**config.mk**
```make
export PLATFORM = sky130hd
export DESIGN_NAME = counter4
export DESIGN_NICKNAME = d
export VERILOG_FILES = /design/src/rtl/counter4.sv
export SDC_FILE = /design/constraint.sdc
export NUM_CORES = 1
export LEC_CHECK = 0
export CAP_MARGIN = 20
export CORE_AREA = 4 4 41 43
export CTS_CLUSTER_DIAMETER = 50
export DETAILED_ROUTE_END_ITERATION = 16
export DIE_AREA = 0 0 45 47
export HOLD_SLACK_MARGIN = 0.05
export PLACE_DENSITY_LB_ADDON = 0.25
export SLEW_MARGIN = 20
export SYNTH_ARGS = -nofsm -noshare
export SYNTH_HDL_FRONTEND = slang
export SYNTH_SLANG_ARGS = --single-unit
```
**constraint.sdc**
```tcl
create_clock -name clk -period 1.95 [get_ports clk]
set_clock_uncertainty 0.1 [all_clocks]
set_input_delay 0.39 -clock clk [delete_from_list [all_inputs] [get_ports clk]]
set_output_delay 0.39 -clock clk [all_outputs]
set_load 0.01 [all_outputs]
```
**src/rtl/counter4.sv**
```systemverilog
// Parameterised binary up-counter with asynchronous active-high reset and
// a combinational terminal-count flag for control sequencing.
module counter4 #(
    parameter int          WIDTH   = 4,
    parameter int unsigned RST_VAL = 0
) (
    input  logic             clk,
    input  logic             rst_b,
    input  logic             c_up,
    output logic [WIDTH-1:0] out,
    output logic             tc
);

    // RST_VAL is truncated to the counter width.
    localparam logic [WIDTH-1:0] RST_W = WIDTH'(RST_VAL);

    // rst_b is active-high despite its suffix.
    always_ff @(posedge clk or posedge rst_b) begin
        if (rst_b)
            out <= RST_W;
        else if (c_up)
            out <= out + WIDTH'(1);
    end

    assign tc = &out;

endmodule

```
======== Word-level counts from Yosys, hierarchy flattened ========
Index checks and enable logic that the tools add are counted.
Widths: inputs -> output; s select.
storage, ports and cells
  bits of input ports ..................... 3
  bits in registers ....................... 4
  ROM bits ................................ 0
  bits in latches ......................... 0
  RAM bits ................................ 0
  memories kept ........................... 0
operators by class
  muxes and demuxes ....................... 0
  reduce and logical (&&, ||, !) cells .... 1
  divide/modulo/power cells ............... 0
  shift-type cells ........................ 0
  equal/unequal tests ..................... 0
  bitwise gates (word level) .............. 0
  $mul .................................... 0
  magnitude comparators ................... 0
  add/sub/neg operators ................... 1
operator list
  operator             number
  $add 4x1->4 const B  1
  $reduce_and 4->1     1

======== Logic depth before layout (Yosys ltp) ========
Gate-level depths: netlist of run 1.
  word-level depth ........................ 1
  mapped depth ............................ 3
  mapped depth without buffers ............ 3

======== Worst setup path after synthesis of run 1 ========
OpenSTA, ideal clock, no wires.
  path kind ............................... register to output
  from .................................... register out[0]
  to ...................................... output tc
  slack ................................... 0.629 ns
  arrival time ............................ 0.831 ns
  path buffers ............................ 0
  stages on the path, launching flop included .. 3
  cells stage by stage .................... dfrtp_1 > ha_1 > and3_1
on the way
  word-level cells in the longest chain between the ends .. 1
RTL lines
  item                    line  RTL
  start, declared         10    output logic [WIDTH-1:0] out,
  start signal, assigned  22    out <= out + WIDTH'(1);
  $reduce_and 4->1        25    assign tc = &out;
  end, declared           11    output logic tc
Every way passes these cells.

======== Final worst setup path of run 1 ========
Ends and elaborated chain as after synthesis.

==> impl_metrics.json, run 1 <==
{
  "gp_congestion": 0.595,
  "dieWidth_um": 45,
  "critical_path_class": "reg -> out",
  "wl_um": 326,
  "layout.nets": 29,
  "cts_root_buf": "clkbuf_4",
  "ys_warn_count": 0,
  "drc": 0,
  "grt_pass1_vias": 121,
  "finalSetupTns_ns": 0,
  "top_regs": "out x4",
  "grt_usage_pct": 4.44,
  "antenna_cells": 0,
  "slowest_delay_ns": 0.41,
  "cp_max_fo": 4,
  "path_delay_family": "flip-flops",
  "cts_buffers": 3,
  "slew_violations": 0,
  "leakagePower_nw": 0.126,
  "placed_area_um2": 259,
  "hold_violations": 0,
  "slew_headroom_pct": 88.8,
  "cts_buffer_depth": 2,
  "multi_input_area_um2": 66.3,
  "synth_area_um2": 170,
  "critPathArrivalTime_ns": 1.31,
  "outcome": "finished, final reports clean",
  "vias": 130,
  "cp_cell_sequence": "ha_1 -> and3_1 -> dlygate4sd2_1",
  "synth_seq_area_share_pct": 58.8,
  "largest_reg_flops": 4,
  "min_period_ns": 1.80,
  "rsz0062_at_grt": "false",
  "rows": 13,
  "min_path_type": "in -> async",
  "worst_pin_slew_ns": 0.168,
  "firstDrtPassIters": 2,
  "drt-wirelength-per-cell_um": 8.58,
  "ant_nets": 0,
  "final_cell_mix": "clkdlybuf4s50_1 (6), dfrtp_1 (4), clkbuf_4 (3)",
  "fin_crit_sh_pct": 92.3,
  "mostFrequentLayoutCell": "clkdlybuf4s50_1",
  "routed_via_density": 3.42,
  "maxCapViolCount": 0,
  "fin_area_um2": 280,
  "ys_ff_latch": 4,
  "avgSynthCellArea_um2": 13.1,
  "grt_pass1_wl_um": 538,
  "nFillCells": 152,
  "peakVddDrop_mv": 0.714,
  "synthToLayoutAreaGrowth_pct": 64.7,
  "postCtsHoldBufs": 0,
  "largest-register": "out",
  "first_iter_violations": 1,
  "core_area_um2": 1300,
  "cts_tree": "done",
  "ios": 8,
  "portBuffers": 7,
  "grt_max_degree": 5,
  "regArea_um2": 100,
  "cp_data_required_time_ns": 1.46,
  "worst_hold_slack_ns": 0.244,
  "htreeDepth": 1,
  "cp-end-kind": "output port",
  "clk_pin_slew_worst_paths_ns": 0.04,
  "syn_inst": 13,
  "drive_gt1_share_pct": 17.4,
  "cp_num_buf_inv": 1,
  "die_area_um2": 2120,
  "crit_slowest_cell": "dfrtp_1",
  "cts_sinks": 4,
  "antenna_found_initial": 0,
  "cp-start-kind": "flop",
  "power_density_nw_per_um2": 1680,
  "start_util_pct": 13.1,
  "ys_types": 9,
  "die_y_um": 47,
  "grt-ovfl-total": 0,
  "max_freq_mhz": 556,
  "syn-num-nets": 17,
  "setup_viol": 0,
  "clock_latency_ns": 0.23
}
path summary, 6_finish.rpt:
kind,startpoint,endpoint,slack (ns),cells past startpoint
setup / recovery,out[0],tc,0.15,3
hold / removal,rst_b,out[3],0.24,2
setup reg to reg,out[0],out[1],0.77,2
hold reg to reg,out[3],out[3],0.38,1
max in group asynchronous,rst_b,out[0],1.35,2
min in group clk,out[3],out[3],0.38,1
cells by family after synthesis:
family        count (synthesis)  share of synthesized area [%]
buf+inv                       1                           2.20
xor+xnor                      3                           15.4
simple gates                  3                           9.56
flops                         4                           58.8
mux                           1                           6.62
fa+ha+maj                     1                           7.35
Yosys cell counts:
cell type | number | share of area [%]
xnor2_1 | 2 | 10
inv_1 | 1 | 2.2
xor2_1 | 1 | 5.1
ha_1 | 1 | 7.4
mux2_2 | 1 | 6.6
nand4_1 | 1 | 3.7
and3_1 | 1 | 3.7
dfrtp_1 | 4 | 59
nand2_1 | 1 | 2.2
area by class of cell:
cell class                      instances  area share (%)
Sequential cell                         4            35.7
Timing Repair Buffer                    7            24.6
Multi-Input combinational cell          8            23.7
Clock buffer                            3            8.04
Tap cell                               15            6.70
Inverter                                1            1.34
stage by stage:
step,total power [mW],util (%),cells,worst slack [ns]
after global routing,0.511,21.5,38,0.0720
after floorplan,0.259,-,13,0.629
after CTS,0.480,21.5,38,0.142
after detailed placement,0.375,19.9,35,0.201
after global placement,0.378,19.9,35,0.217
final,0.471,21.5,38,0.151
power by group:
group | switching [mW] | internal (mW) | leakage (nW) | total, mW
Sequential | 0.0461 | 0.128 | 0.0469 | 0.174
Clock | 0.0319 | 0.0687 | 0.0138 | 0.101
Combinational | 0.0700 | 0.126 | 0.0654 | 0.196
worst reg2reg max path, delay by kind of cell, from the launching register on:
kind,cells,cell delay [ns]
DFF,1,0.41
adders and majority gates,1,0.30
muxes,1,0.25
timing repair:
item,CTS,global route
gates resized for setup,1,0
hold endpoints to repair,0,0
endpoints found under the setup margin,1,0
setup buffers,0,0
routing by layer:
| layer | part of all wire [%] | vias to the layer above | track usage, % | routed length, µm |
|---|---|---|---|---|
| met5 | 0 | - | 0 | 0 |
| met2 | 31 | 10 | 3.67 | 101 |
| met1 | 47 | 57 | 5.06 | 153 |
| met4 | 0 | 0 | 1.75 | 0 |
| met3 | 22 | 0 | 6.90 | 71 |
| li1 | - | 63 | - | - |
(Power assumes the default switching activity.)
==> run 2: changes to the inputs <==
--- a/config.mk
+++ b/config.mk
@@ -12,6 +12,7 @@
 export DIE_AREA = 0 0 45 47
 export HOLD_SLACK_MARGIN = 0.05
 export PLACE_DENSITY_LB_ADDON = 0.25
+export SETUP_SLACK_MARGIN = 0.4
 export SLEW_MARGIN = 20
 export SYNTH_ARGS = -nofsm -noshare
 export SYNTH_HDL_FRONTEND = slang
==> impl_metrics.json, run 2 (synthesis results as in run 1) <==
{
  "largest-register": "out",
  "dieWidth_um": 45,
  "synthToLayoutAreaGrowth_pct": 85.3,
  "cts_buffers": 3,
  "grt-ovfl-total": 0,
  "grt_usage_pct": 4.68,
  "cp_cell_sequence": "ha_2 -> and3_4 -> buf_6",
  "grt_use_met3_pct": 7.28,
  "drc": 0,
  "min_path_type": "in -> async",
  "path_delay_family": "flip-flops",
  "ios": 8,
  "cts_root_buf": "clkbuf_4",
  "grt_pass1_wl_um": 579,
  "leakagePower_nw": 0.146,
  "wl_um": 386,
  "top_regs": "out x4",
  "first_iter_violations": 0,
  "cp_data_required_time_ns": 1.46,
  "cp_max_fo": 4,
  "placed_area_um2": 259,
  "maxCapViolCount": 0,
  "power_density_nw_per_um2": 1650,
  "grt.busiest_layer": "met3",
  "portBuffers": 7,
  "min_period_ns": 1.60,
  "peakVddDrop_mv": 0.723,
  "critPathArrivalTime_ns": 1.11,
  "nFillCells": 150,
  "htreeDepth": 1,
  "cts_tree": "done",
  "routed_via_density": 3.55,
  "clock_latency_ns": 0.23,
  "cts_sinks": 4,
  "finalSetupTns_ns": 0,
  "clk_pin_slew_worst_paths_ns": 0.04,
  "instances_no_fill": 42,
  "outcome": "finished, final reports clean",
  "firstDrtPassIters": 1,
  "max_freq_mhz": 626,
  "ant_nets": 0,
  "die_area_um2": 2120,
  "dp_cells": 35,
  "cp-end-kind": "output port",
  "slew_violations": 0,
  "gp_congestion": 0.595,
  "fin_area_um2": 315,
  "vias": 149,
  "core_area_um2": 1300,
  "cp-start-kind": "flop",
  "critical_path_class": "reg -> out",
  "hold_violations": 0,
  "grt_max_degree": 5,
  "drive_gt1_share_pct": 40.7,
  "largest_reg_flops": 4,
  "final_cell_mix": "dfrtp_1 (4), dlygate4sd2_1 (4), buf_4 (4)",
  "slew_headroom_pct": 88.9,
  "antenna_cells": 0,
  "rows": 13,
  "grt_util_met2_pct": 3.67,
  "postCtsHoldBufs": 0,
  "setup_viol": 0,
  "rsz0062_at_grt": "true",
  "die_y_um": 47,
  "fin_crit_sh_pct": 82.0,
  "crit_slowest_cell": "dfrtp_1",
  "slowest_delay_ns": 0.40,
  "grt_pass1_vias": 126,
  "start_util_pct": 13.1,
  "met1_usage_pct": 5.52,
  "drt-wirelength-per-cell_um": 9.19,
  "cts_buffer_depth": 2,
  "layout.nets": 33,
  "worst_pin_slew_ns": 0.165,
  "cp_num_buf_inv": 1,
  "antenna_found_initial": 0
}
==> run 2: changes by cell type in the layout (fill, tap and decap cells not counted) <==
| cell | previous run | this run |
|---|---|---|
| clkdlybuf4s50_1 | 6 | 2 |
| ha_2 | 0 | 1 |
| and3_1 | 1 | 0 |
| ha_1 | 1 | 0 |
| dlygate4sd2_1 | 1 | 4 |
| buf_6 | 0 | 1 |
| and3_4 | 0 | 1 |
| buf_4 | 0 | 4 |
==> run 2: area by class of cell <==
type / instances / area, µm² / area share, %
tap: 15 / 18.8 / 5.95
multi-input combinational: 8 / 73.8 / 23.4
sequential: 4 / 100 / 31.7
inverter: 1 / 3.75 / 1.19
timing repair buffer: 11 / 96.3 / 30.6
clock buffer: 3 / 22.5 / 7.14
==> run 2: through the flow <==
step           power [mW]  hold WS (ns)  worst slack [ns]  utilization, %
3_5_place_dp        0.375         0.384             0.201            19.9
6_report            0.519         0.242             0.352            24.2
3_3_place_gp        0.378         0.385             0.217            19.9
5_1_grt             0.564         0.264             0.311            24.2
2_1_floorplan       0.259        0.0561             0.629               -
4_1_cts             0.450         0.245             0.330            21.1
==> run 2: worst reg2reg max path, delay by kind of cell (launching register included) <==
family,cells,cell delay [ns]
fa+ha+maj,1,0.28
flops,1,0.40
mux,1,0.25
==> run 2: timing repair <==
action                     in CTS  in global routing
pin swaps                       1                  1
buffers inserted                0                  4
gates resized for setup         9                  3
setup endpoints to repair       5                  1
==> run 2: final timing paths <==
path / start / end / slack, ns / depth (start not counted)
min reg2reg: out[3] / out[3] / 0.39 / 1
max: out[0] / tc / 0.35 / 3
max in group asynchronous: rst_b / out[0] / 1.35 / 2
min: rst_b / out[3] / 0.24 / 2
min in group clk: out[3] / out[3] / 0.39 / 1
max reg2reg: out[0] / out[1] / 0.80 / 2
==> run 2: metal layers <==
layer,part of all wire (%),vias to the layer above,routed length (µm)
li1,-,72,-
met1,47,67,181
met2,34,10,133
met3,18,0,71
met4,0,0,0
met5,0,-,0
==> run 2: report_power, final <==
part           switching, mW  total (mW)  internal, mW
logic                 0.0928       0.249         0.156
clock network         0.0331       0.102        0.0688
registers             0.0400       0.168         0.128
